<file path="src/rtl/pair_triple_detector_stream.sv">
// Streaming pair/triple popcount detector with a one-entry val/rdy output stage
// and run/hit statistics (saturating) plus a sustained-detection flag.
module pair_triple_detector_stream #(
    parameter int unsigned W     = 8,
    parameter int unsigned CNT_W = 8,
    parameter int unsigned HOLD  = 4
) (
    input  logic                     clk,
    input  logic                     rst_n,
    input  logic                     in_val,
    output logic                     in_rdy,
    input  logic [W-1:0]             in_data,
    input  logic [1:0]               mode,
    input  logic [$clog2(W+1)-1:0]   thresh,
    input  logic                     clear,
    output logic                     out_val,
    input  logic                     out_rdy,
    output logic                     out_det,
    output logic [$clog2(W+1)-1:0]   out_pop,
    output logic [CNT_W-1:0]         run_count,
    output logic                     sustained,
    output logic [CNT_W-1:0]         hit_count
);

    localparam int unsigned P_W = $clog2(W + 1);
    localparam logic [CNT_W-1:0] CNT_MAX = {CNT_W{1'b1}};
    localparam logic [CNT_W-1:0] HOLD_C  = CNT_W'(HOLD);

    logic             out_val_q, out_val_d;
    logic             out_det_q, out_det_d;
    logic [P_W-1:0]   out_pop_q, out_pop_d;
    logic [CNT_W-1:0] run_count_q, run_count_d;
    logic [CNT_W-1:0] hit_count_q, hit_count_d;
    logic             sustained_q, sustained_d;

    logic             in_xfer;
    logic             out_xfer;
    logic [P_W-1:0]   pop_c;
    logic             det_c;

    assign in_rdy   = !out_val_q || out_rdy;
    assign in_xfer  = in_val && in_rdy;
    assign out_xfer = out_val_q && out_rdy;

    // Population count of the incoming sample
    always_comb begin
        pop_c = '0;
        for (int i = 0; i < W; i++) begin
            pop_c = pop_c + P_W'(in_data[i]);
        end
    end

    // Classification; thresh > W can never be reached by pop_c
    always_comb begin
        det_c = 1'b0;
        case (mode)
            2'b00: det_c = (pop_c == P_W'(2));
            2'b01: det_c = (pop_c == P_W'(3));
            2'b10: det_c = (pop_c == P_W'(2)) || (pop_c == P_W'(3));
            2'b11: det_c = (pop_c >= thresh);
            default: det_c = 1'b0;
        endcase
    end

    // Output stage and statistics next-state; clear wins over any update
    always_comb begin
        out_val_d   = out_val_q;
        out_det_d   = out_det_q;
        out_pop_d   = out_pop_q;
        run_count_d = run_count_q;
        hit_count_d = hit_count_q;

        if (in_xfer) begin
            out_val_d = 1'b1;
            out_det_d = det_c;
            out_pop_d = pop_c;
            if (det_c) begin
                hit_count_d = (hit_count_q == CNT_MAX) ? CNT_MAX : hit_count_q + CNT_W'(1);
                run_count_d = (run_count_q == CNT_MAX) ? CNT_MAX : run_count_q + CNT_W'(1);
            end else begin
                run_count_d = '0;
            end
        end else if (out_xfer) begin
            out_val_d = 1'b0;
        end

        sustained_d = (run_count_d >= HOLD_C);

        if (clear) begin
            run_count_d = '0;
            hit_count_d = '0;
            sustained_d = 1'b0;
        end
    end

    always_ff @(posedge clk or negedge rst_n) begin
        if (!rst_n) begin
            out_val_q   <= 1'b0;
            out_det_q   <= 1'b0;
            out_pop_q   <= '0;
            run_count_q <= '0;
            hit_count_q <= '0;
            sustained_q <= 1'b0;
        end else begin
            out_val_q   <= out_val_d;
            out_det_q   <= out_det_d;
            out_pop_q   <= out_pop_d;
            run_count_q <= run_count_d;
            hit_count_q <= hit_count_d;
            sustained_q <= sustained_d;
        end
    end

    assign out_val   = out_val_q;
    assign out_det   = out_det_q;
    assign out_pop   = out_pop_q;
    assign run_count = run_count_q;
    assign hit_count = hit_count_q;
    assign sustained = sustained_q;

endmodule
</file>
<file path="config.mk">
export PLATFORM = sky130hd
export DESIGN_NAME = pair_triple_detector_stream
export DESIGN_NICKNAME = d
export VERILOG_FILES = /design/src/rtl/pair_triple_detector_stream.sv
export SDC_FILE = /design/constraint.sdc
export NUM_CORES = 1
export LEC_CHECK = 0
export BUFFER_PORTS_ARGS = -buffer_cell sky130_fd_sc_hd__buf_2
export CAP_MARGIN = 20
export CORE_MARGIN = 2
export CORE_UTILIZATION = 35
export CTS_BUF_LIST = sky130_fd_sc_hd__clkbuf_16
export CTS_CLUSTER_SIZE = 16
export DETAILED_ROUTE_END_ITERATION = 10
export SLEW_MARGIN = 30
export SYNTH_ARGS = -nofsm -noshare
export SYNTH_HDL_FRONTEND = slang
export SYNTH_SLANG_ARGS = --single-unit
</file>
<file path="constraint.sdc">
create_clock -name clk -period 1.9 [get_ports clk]
set_input_delay 0.19 -clock clk [delete_from_list [all_inputs] [get_ports clk]]
set_output_delay 0.19 -clock clk [all_outputs]
set_load 0.005 [all_outputs]
</file>
== Word level (Yosys, flattened, before mapping) ==
Index checks and enable logic that the tools add are counted.
Cells by class
  order comparisons: 2
  reduce and logical (&&, ||, !) cells: 10
  add/sub/neg operators: 9
  mux-type cells: 12
  equality and inequality tests: 7
Operators by type and width (number)
  $mux W8: 8
  $add A4 B1 Y4: 4
  $add A8 B1 Y8 const B: 2
  $eq A8 B8 Y1 const B: 2
  $eq A4 B2 Y1 const B: 2
  $ge A8 B3 Y1 const B: 1
  $reduce_bool A2 Y1: 3
  $add A3 B1 Y4: 1
  $eq A2 B2 Y1 const B: 2
  $ge A4 B4 Y1: 1
  $pmux W1 S4: 1
  $add A2 B1 Y3: 1
  $mux W1: 3
  $add A1 B1 Y2: 1
  $eq A2 B1 Y1 const B: 1
  $logic_and A1 B1 Y1: 2
  $logic_not A2 Y1: 1
  $logic_or A1 B1 Y1: 2
  $reduce_and A2 Y1: 1
  $logic_not A1 Y1: 1
Storage, ports and cells
  register bits after elaboration: 23
  output and inout port bits: 24
  bits of input ports: 19
  logic and storage cells: 46

== Logic depth before layout (Yosys ltp) ==
Gate-level depths: netlist (run 1).
  word-level depth: 14
  depth in mapped cells: 16
  mapped depth without buffers: 15

== Worst setup path before layout (run 1) ==
Ideal clock, no wire load.
  path kind: input -> register
  from: input port in_data[0]
  to: register hit_count_q[0] (netlist: hit_count[0])
  arrival: 3.928 ns
  buffers on the path: 1
  slack: -2.148 ns
  stages on the path: 16
  required time: 1.780 ns
  cells stage by stage: fa_1 inv_1 fa_1 fa_1 inv_1 ha_1 fa_1 xnor2_2 inv_1 ha_1 a211o_1 a31oi_2 o32ai_4 and2_4 buf_6 o211a_1
On the way
  cells in the longest elaborated chain, start to end: 12
  elaborated cells between the ends (all ways): 14
  those cells by class: add/sub (7); order compare (1); eq/ne (2); mux (1); reduce/logical (3)
Ends and longest elaborated chain
  from (decl): line 12  | input logic [W-1:0] in_data,
  $add A1 B1 Y2 *: line 49  | pop_c = pop_c + P_W'(in_data[i]);
  $add A2 B1 Y3 *: line 49
  $add A3 B1 Y4 *: line 49
  $add A4 B1 Y4 * (4 in a row): line 49
  via pop_c[2]: line 38  | logic [P_W-1:0] pop_c;
  parallel branches: the longest is 2 deep, another holds $ge A4 B4 Y1
  $pmux W1 S4 *: line 56  | case (mode)
  $reduce_bool A2 Y1 (no line) *
  $reduce_and A2 Y1 (no line) *
  to (signal assigned): line 109  | hit_count_q <= hit_count_d;
  to (decl): line 33  | logic [CNT_W-1:0] hit_count_q, hit_count_d;
Mark *: on every way through the listed nets, which the timed path passes.
A chain may end at the register's enable or synchronous reset.

== Worst setup path in the final report (run 1) ==
  from: input port in_data[0]
  to: register hit_count_q[7] (netlist: hit_count[7])
The elaborated chain is that of the path after synthesis.

==> results by group, run 1 <==
Synthesis
  – Area of the mapped netlist: 1590 µm²
  – Sequential cell area fraction in the yosys report: 36.2%
  – Syn avg cell area: ~9.6 µm²
  – Number of distinct library cells after synthesis: 43
  – Synth Register Bits: 23
  – EDFF count, synth: 0
  – Commonest cells in the netlist: dfrtp_1, inv_1, nand2_1
  – Fraction of synthesized cell area taken by the top area cell type: a little over a third
  – Most frequent cell after synthesis: dfrtp_1
  – Syn Inst Count: around 170
  – Cell types with the largest area share after synthesis: dfrtp_1, ha_1, fa_1, a311oi_2, inv_1
  – Net count of the mapped netlist: 197
  – Number of warning messages in the yosys log: 0
  – Share of synthesized flip-flops with an asynchronous set or reset: between 90% and 100%
  – Largest area contributor in the synthesized netlist: dfrtp_1
  – Most instantiated flip-flop cell in the synthesis netlist: dfrtp_1

Hold path
  – Type of the worst min-delay path: in -> reg

Worst setup path
  – Standard cell with the maximum stage delay on the critical path: fa_1
  – Data arrival at the endpoint of the critical path: ~3.9 ns
  – Cell repeated most along the worst path: fa_1
  – Required time at the endpoint of the critical path: just over 2 ns
  – Peak fanout along the critical path: 8
  – Nature of the critical path endpoint: flop
  – Cell-by-cell listing of the critical path: buf_6, fa_1, inv_1, fa_1, fa_1, inv_2, ha_4, fa_2, xnor2_2, inv_2, ha_4, a211o_1, a31oi_4, o32ai_4, and2_4, a311oi_2
  – Kind of critical path: in -> reg
  – Type of element launching the critical path: primary input
  – Crit path largest cell delay: 0.52 ns

Detailed routing
  – Post-route DRC: 0
  – Pre-antenna DRT Iters: 4
  – Routed Antenna Nets: 0
  – Number of violations reported at the end of detailed-routing iteration 0: 67
  – Vias: between 1k and 1.5k
  – Average routed wire per standard cell: 14.3 µm
  – Vias per inst: roughly 5.4
  – Sum of routed wire length over all layers: 3890 µm

Global routing
  – GR Util All Layers: 16.1%
  – Antenna violations before repair: 0
  – First-pass GRT wire length: 6620 µm
  – Vias in the first global route: 1,409
  – Final global-route overflow total: 0
  – Maximum number of pins on one net before global-route repair: 24

STA
  – Post-route clock period utilization: 199%
  – Worst relative slew slack: 64.5%
  – RSZ-0062 raised after global routing: yes
  – Finish-stage setup viols: 22
  – Final Hold Vio Count: 0
  – Worst path setup slack after routing: -1.88 ns
  – Fin Clk Skew: 0.00252 ns
  – Final critical-path required period: 3.78 ns
  – Transition at the pin with the smallest max-transition slack: around 0.53 ns
  – Max Freq: 0.264 GHz
  – Number of pins with negative max-slew slack in the final report: 0

Power and ir drop
  – Sw frac: 32.8%
  – Clock network fraction of design power: 25.0%
  – Leakage Power: ~0.0011 µW
  – Power share of the sequential group: 31.4%
  – Combinational cell fraction of total power: 43.6%
  – Worst IR drop on VDD: 425 µV
  – Switch Pwr: 586 µW
  – Internal power contribution: approximately 1200 µW
  – Power density relative to cell area: 819 nW/µm²

Place
  – Estimated wirelength of the detail-placed design: approximately 2800 µm
  – Cell Count Post-Placement: 263
  – Cell Area, Placed: 1980 µm²
  – Number of buffer cells added on primary ports: 42
  – RD Place Congestion: 0.756

Die
  – Number of placement rows: 24
  – Area of the die: 5090 µm²
  – Initial standard-cell utilization of the core: 36.5%
  – Number of ports placed on the die boundary: 43
  – Chip Height: 71.4 µm
  – Die width: between 70 and 80 µm
  – Area of the core: 4350 µm²

Clock tree
  – Clock slew at reported path FFs: 0.06 ns
  – Clock latency reported for the late side of the worst-skew pair: roughly 0.25 ns
  – Number of buffers created by CTS: 3
  – Count of H-tree levels built during CTS: 1
  – Sink count of the clock tree: 23
  – Clock root cell: clkbuf_16
  – TritonCTS clock tree: done
  – Maximum clock insertion buffer count: 2

Run status
  – Failing checks: negative setup slack
  – Outcome: complete, but fails checks

Final layout
  – Number of nets in the layout: roughly 250
  – Finished Layout Cells: approximately 270
  – Area Overhead vs Synth: 37.5%
  – Fraction of the core area covered by cells at the end of the flow: about 50%
  – Post-route cell area: 2180 µm²
  – Fraction of layout instances using a drive strength above 1: between 40 and 50%
  – Ant. Diodes: 0

Job
  – Max-cap check violation count: 0
-- path summary, 6_finish.rpt --
check	startpoint	cells past startpoint	slack, ns	to
max in group asynchronous	rst_n	2	1.09	hit_count[3]
worst min-delay path	in_val	2	0.17	out_val
worst min register to register	out_pop[2]	2	0.48	out_pop[2]
min in group asynchronous	rst_n	2	0.45	run_count[3]
worst max-delay path	in_data[0]	16	-1.88	hit_count[7]
worst max register to register	run_count[1]	6	0.06	sustained
-- cells by family after synthesis --
kind of cell | Yosys count | synth area share (%)
compound gates | 42 | 22.3
xor+xnor | 2 | 1.58
buf+inv | 24 | 6.70
simple gates | 58 | 19.1
fa+ha+maj | 13 | 12.1
flops | 23 | 36.2
mux | 3 | 1.97
-- layer usage --
| metal | vias up | GRT usage, % | wire length [µm] |
|---|---|---|---|
| met4 | 0 | 6.71 | 36 |
| met5 | - | 0 | 0 |
| met1 | 709 | 22.5 | 1800 |
| met3 | 2 | 2.81 | 201 |
| met2 | 44 | 24.7 | 1850 |
| li1 | 712 | - | - |
-- sequential cells by signal, indices dropped and copies added, names as in the netlist --
name	flops
hit_count	8
out_det	1
out_pop	4
out_val	1
run_count	8
sustained	1
-- cell usage in the layout (no fill, tap or decap), drive strengths merged, types with 2 or more instances in the layout --
master / instances
o211ai: 3
a41oi: 4
o32ai: 2
nor2: 8
and2: 3
xnor2: 2
a21oi: 9
nand3: 5
a211oi: 4
nand2: 14
fa: 4
nor3: 6
clkbuf: 3
nand2b: 5
o21ai: 6
and3: 8
nand4: 3
dfrtp: 23
a31oi: 6
inv: 16
ha: 9
a311oi: 4
buf: 58
mux2i: 2
-- worst max-delay path: cells and delay by family --
family	cells	cell delay [ns]
xor gates and xnor gates	1	0.17
and+or+nand+nor	1	0.23
adders and majority gates	6	2.19
AOI/OAI and AO/OA	4	0.89
buffers and inverters	4	0.25
-- layout make-up --
type                    count  area [µm²]
multi-input cells         119        1050
inverters                  15        56.3
clock inverters             1        3.75
clock buffers               3        75.1
well taps                  52        65.1
flip-flops and latches     23         576
repair buffers             59         358
fillers                   390        2170
-- stage by stage --
step / setup TNS, ns / setup WS, ns / hold WS (ns) / total power [µW]
3_3_place_gp: -41.62 / -2.18 / 0.201 / 1200
2_1_floorplan: -37.26 / -2.02 / -0.106 / 978
6_report: -35.30 / -1.88 / 0.170 / 1790
4_1_cts: -35.94 / -1.93 / 0.171 / 1790
3_5_place_dp: -43.35 / -2.30 / 0.201 / 1210
5_1_grt: -37.86 / -2.00 / 0.193 / 1900
-- timing repair --
action,4_1_cts,5_1_grt
setup endpoints to repair,22,22
pin swaps,13,7
hold buffers,1,0
endpoints found under the hold margin,23,0
gates resized for setup,11,9
gates cloned,1,0
buffers inserted,4,2
-- power groups by stage --
| stage | sequential [µW] | combinational, µW | clock, µW |
|---|---|---|---|
| global placement | 570 | 627 | 0 |
| CTS | 561 | 770 | 461 |
| global route | 565 | 858 | 478 |
| detailed placement | 567 | 642 | 0 |
| floorplan | 572 | 406 | 0 |
| finish | 561 | 780 | 448 |
(Power assumes the default switching activity.)
==> run 2: changes to the inputs <==
Settings changed: ABC_AREA from default to 1.
Clock period 1.9 ns to 4.05 ns, I/O delays scaled along.
==> results by group, run 2 <==
Run status
  – Outcome: completed

Worst setup path
  – Data arrival at the endpoint of the critical path: 3.91 ns (-0.03 ns)
  – Type of element launching the critical path: primary input
  – Worst reg2reg path startpoint: run_count[0]
  – Kind of critical path: in -> reg
  – Nature of the critical path endpoint: flop
  – Worst reg2reg path endpoint: sustained
  – Required time at the endpoint of the critical path: 4.20 ns (+2.14 ns)
  – Worst R2R Setup Slack: 2.41 ns (+2.35 ns)
  – Peak fanout along the critical path: 9 (+1)
  – Count of cells along the worst register-to-register path: 11 (+5)

Final layout
  – Ant. Diodes: 0 (unchanged)
  – Fraction of layout instances using a drive strength above 1: 26.5% (-18 points)
  – Commonest non-fill, non-tap cell in the layout: nand2_1
  – Number of nets in the layout: 305 (+21%)
  – Number of filler instances in the final layout: 473 (+21%)
  – Area Overhead vs Synth: 22.1%
  – Highest-count cells in the layout ignoring fill and taps: nand2_1, inv_1, buf_2
  – Post-route cell area: 2010 µm² (-8.1%)

Power and ir drop
  – Power share of the sequential group: 38.1% (+6.7 points)
  – Sw frac: 31.2% (-1.6 points)
  – Combinational cell fraction of total power: 31.5% (-12 points)
  – Power density relative to cell area: 353 nW/µm² (-57%)
  – Switch Pwr: 221 µW (-62%)
  – Leakage Power: 0.00117 µW (+10%)
  – Clock network fraction of design power: 30.4% (+5.4 points)
  – Post-layout power: 708 µW (-60%)
  – Internal power contribution: 487 µW (-60%)
  – Worst IR drop on VDD: 174 µV (-59%)

Global routing
  – Final global-route overflow total: 0 (unchanged)
  – First-pass GRT wire length: 5980 µm (-9.8%)
  – Vias in the first global route: 1,371 (-2.7%)
  – GR Util All Layers: 14.4% (-1.7 points)
  – Maximum number of pins on one net before global-route repair: 24 (unchanged)
  – Antenna violations before repair: 0 (unchanged)

Detailed routing
  – Pre-antenna DRT Iters: 4 (unchanged)
  – Vias: 1,534 (+4.6%)
  – Average routed wire per standard cell: 10.7 µm (-25%)
  – Sum of routed wire length over all layers: 3480 µm (-11%)
  – Post-route DRC: 0 (unchanged)
  – Routed Antenna Nets: 0 (unchanged)
  – Vias per inst: 4.73 (-12%)
  – Number of violations reported at the end of detailed-routing iteration 0: 62 (-7.5%)

STA
  – Final critical-path required period: about 3.8 ns
  – Fin Clk Skew: 0.00326 ns (+0.000747 ns)
  – Number of pins with negative max-slew slack in the final report: 0 (unchanged)
  – Final Hold Vio Count: 0 (unchanged)
  – Transition at the pin with the smallest max-transition slack: 0.544 ns (+0.0116 ns)
  – RSZ-0062 raised after global routing: no
  – Worst relative slew slack: 63.7% (-0.77 points)
  – Finish-stage setup viols: 0 (-100%)
  – Post-route clock period utilization: 92.8%
  – Max Freq: 0.266 GHz

Synthesis
  – Synth Register Bits: 23 (unchanged)
  – Most instantiated flip-flop cell in the synthesis netlist: dfrtp_1
  – Largest area contributor in the synthesized netlist: dfrtp_1
  – Number of warning messages in the yosys log: 0 (unchanged)
  – EDFF count, synth: 0 (unchanged)
  – Commonest cells in the netlist: nand2_1, inv_1, dfrtp_1
  – Syn avg cell area: 7.30 µm² (-24%)
  – Number of distinct library cells after synthesis: 27 (-37%)
  – Net count of the mapped netlist: 257 (+30%)
  – Most frequent cell after synthesis: nand2_1
  – Share of synthesized flip-flops with an asynchronous set or reset: 100% (unchanged)
  – Area of the mapped netlist: 1640 µm² (+3.5%)
  – Fraction of synthesized cell area taken by the top area cell type: 35.0% (-1.2 points)
  – Cell types with the largest area share after synthesis: dfrtp_1, nand2_1, inv_1, ha_1, fa_1
  – Syn Inst Count: 225 (+36%)
  – Sequential cell area fraction in the yosys report: 35.0% (-1.2 points)

Die
  – Chip Height: 72.5 µm (+1.6%)
  – Area of the die: 5260 µm² (+3.3%)
  – Area of the core: 4440 µm² (+2.1%)
  – Die width: 72.5 µm (+1.6%)
  – Number of ports placed on the die boundary: 43 (unchanged)
  – Initial standard-cell utilization of the core: 37.0% (+0.50 points)
  – Number of placement rows: 24 (unchanged)

Place
  – RD Place Congestion: 0.787 (+4.1%)
  – Estimated wirelength of the detail-placed design: 2690 µm (-3.7%)
  – Number of buffer cells added on primary ports: 42 (unchanged)
  – Cell Area, Placed: 1920 µm² (-3.0%)

Job
  – Max-cap check violation count: 0 (unchanged)

Clock tree
  – TritonCTS clock tree: done
  – Number of resized instances in the post-cts repair step: 0 (-11)
  – Number of buffers created by CTS: 3 (unchanged)
  – Post-CTS setup buffer count: 0 (-4)
  – Clock slew at reported path FFs: 0.06 ns (about the same)
  – Sink count of the clock tree: 23 (unchanged)
  – Count of H-tree levels built during CTS: 1 (unchanged)
  – Maximum clock insertion buffer count: 2 (unchanged)
  – Clock root cell: clkbuf_16
  – Clock latency reported for the late side of the worst-skew pair: 0.26 ns (about the same)
  – Post-CTS Hold Buffers: 0 (-1)

Hold path
  – Type of the worst min-delay path: in -> async
-- run 2: cell type report --
type	count	area (µm²)	share of cell area, %
clock buffers	3	75.1	3.74
inverters	44	165	8.23
multi-input cells	154	872	43.5
clock inverters	1	5.00	0.250
well taps	52	65.1	3.24
flip-flops and latches	23	576	28.7
repair buffers	47	248	12.4
-- run 2: layer usage --
| layer | vias up | share of wire [%] | global-route usage [%] |
|---|---|---|---|
| li1 | 800 | - | - |
| met1 | 696 | 47 | 19.1 |
| met2 | 34 | 47 | 23.8 |
| met3 | 4 | 4.6 | 2.50 |
| met4 | 0 | 1.4 | 4.94 |
| met5 | - | 0 | 0 |
-- run 2: worst max-delay path, stage by stage --
cell and delay, ns:
buf_2 0.11, fa_1 0.52, inv_1 0.05, fa_1 0.44
fa_1 0.49, inv_1 0.04, ha_1 0.19, fa_2 0.54
ha_1 0.24, nand2_1 0.07, nand2_1 0.05, nand2_1 0.05
nand3_1 0.06, nand2_1 0.10, nand2_4 0.10, nand2_1 0.09
nand2_1 0.05, nor2_1 0.13, nand3_1 0.09, nand2_1 0.06
inv_1 0.04
-- run 2: power by group through the flow --
stage / clock, µW / sequential (µW) / combinational, µW
detailed placement: 0 / 274 / 225
finish: 215 / 269 / 223
floorplan: 0 / 274 / 142
global route: 234 / 274 / 258
global placement: 0 / 273 / 222
CTS: 225 / 270 / 226
-- run 2: cell families (layout without fill, tap and decap cells) --
| kind of cell | after synthesis | count (layout) | synth area share (%) |
|---|---|---|---|
| compound gates | 33 | 33 | 11.3 |
| fa+ha+maj | 13 | 13 | 11.7 |
| buf+inv | 48 | 95 | 12.2 |
| flops | 23 | 23 | 35.0 |
| simple gates | 108 | 108 | 29.7 |
-- run 2: worst max-delay path by stage --
stage | startpoint | end | slack (ns) | depth (start not counted)
2_1_floorplan | in_data[0] | sustained | 0.27 | 22
3_3_place_gp | in_data[0] | sustained | -0.006 | 23
3_5_place_dp | in_data[0] | sustained | -0.05 | 23
4_1_cts | in_data[0] | sustained | 0.22 | 23
5_1_grt | in_data[0] | sustained | 0.06 | 24
6_report | in_data[0] | sustained | 0.29 | 21
-- run 2: per-stage QoR --
step	setup TNS [ns]	hold slack, ns	instances	worst slack, ns	utilization (%)
after floorplan	0	0.109	225	0.273	-
after global placement	-0.00576	0.420	320	-0.00576	43.2
after detailed placement	-0.0536	0.427	320	-0.0536	43.2
after CTS	0	0.146	324	0.221	45.0
after global routing	0	0.172	324	0.0563	45.1
final	0	0.129	324	0.290	45.1
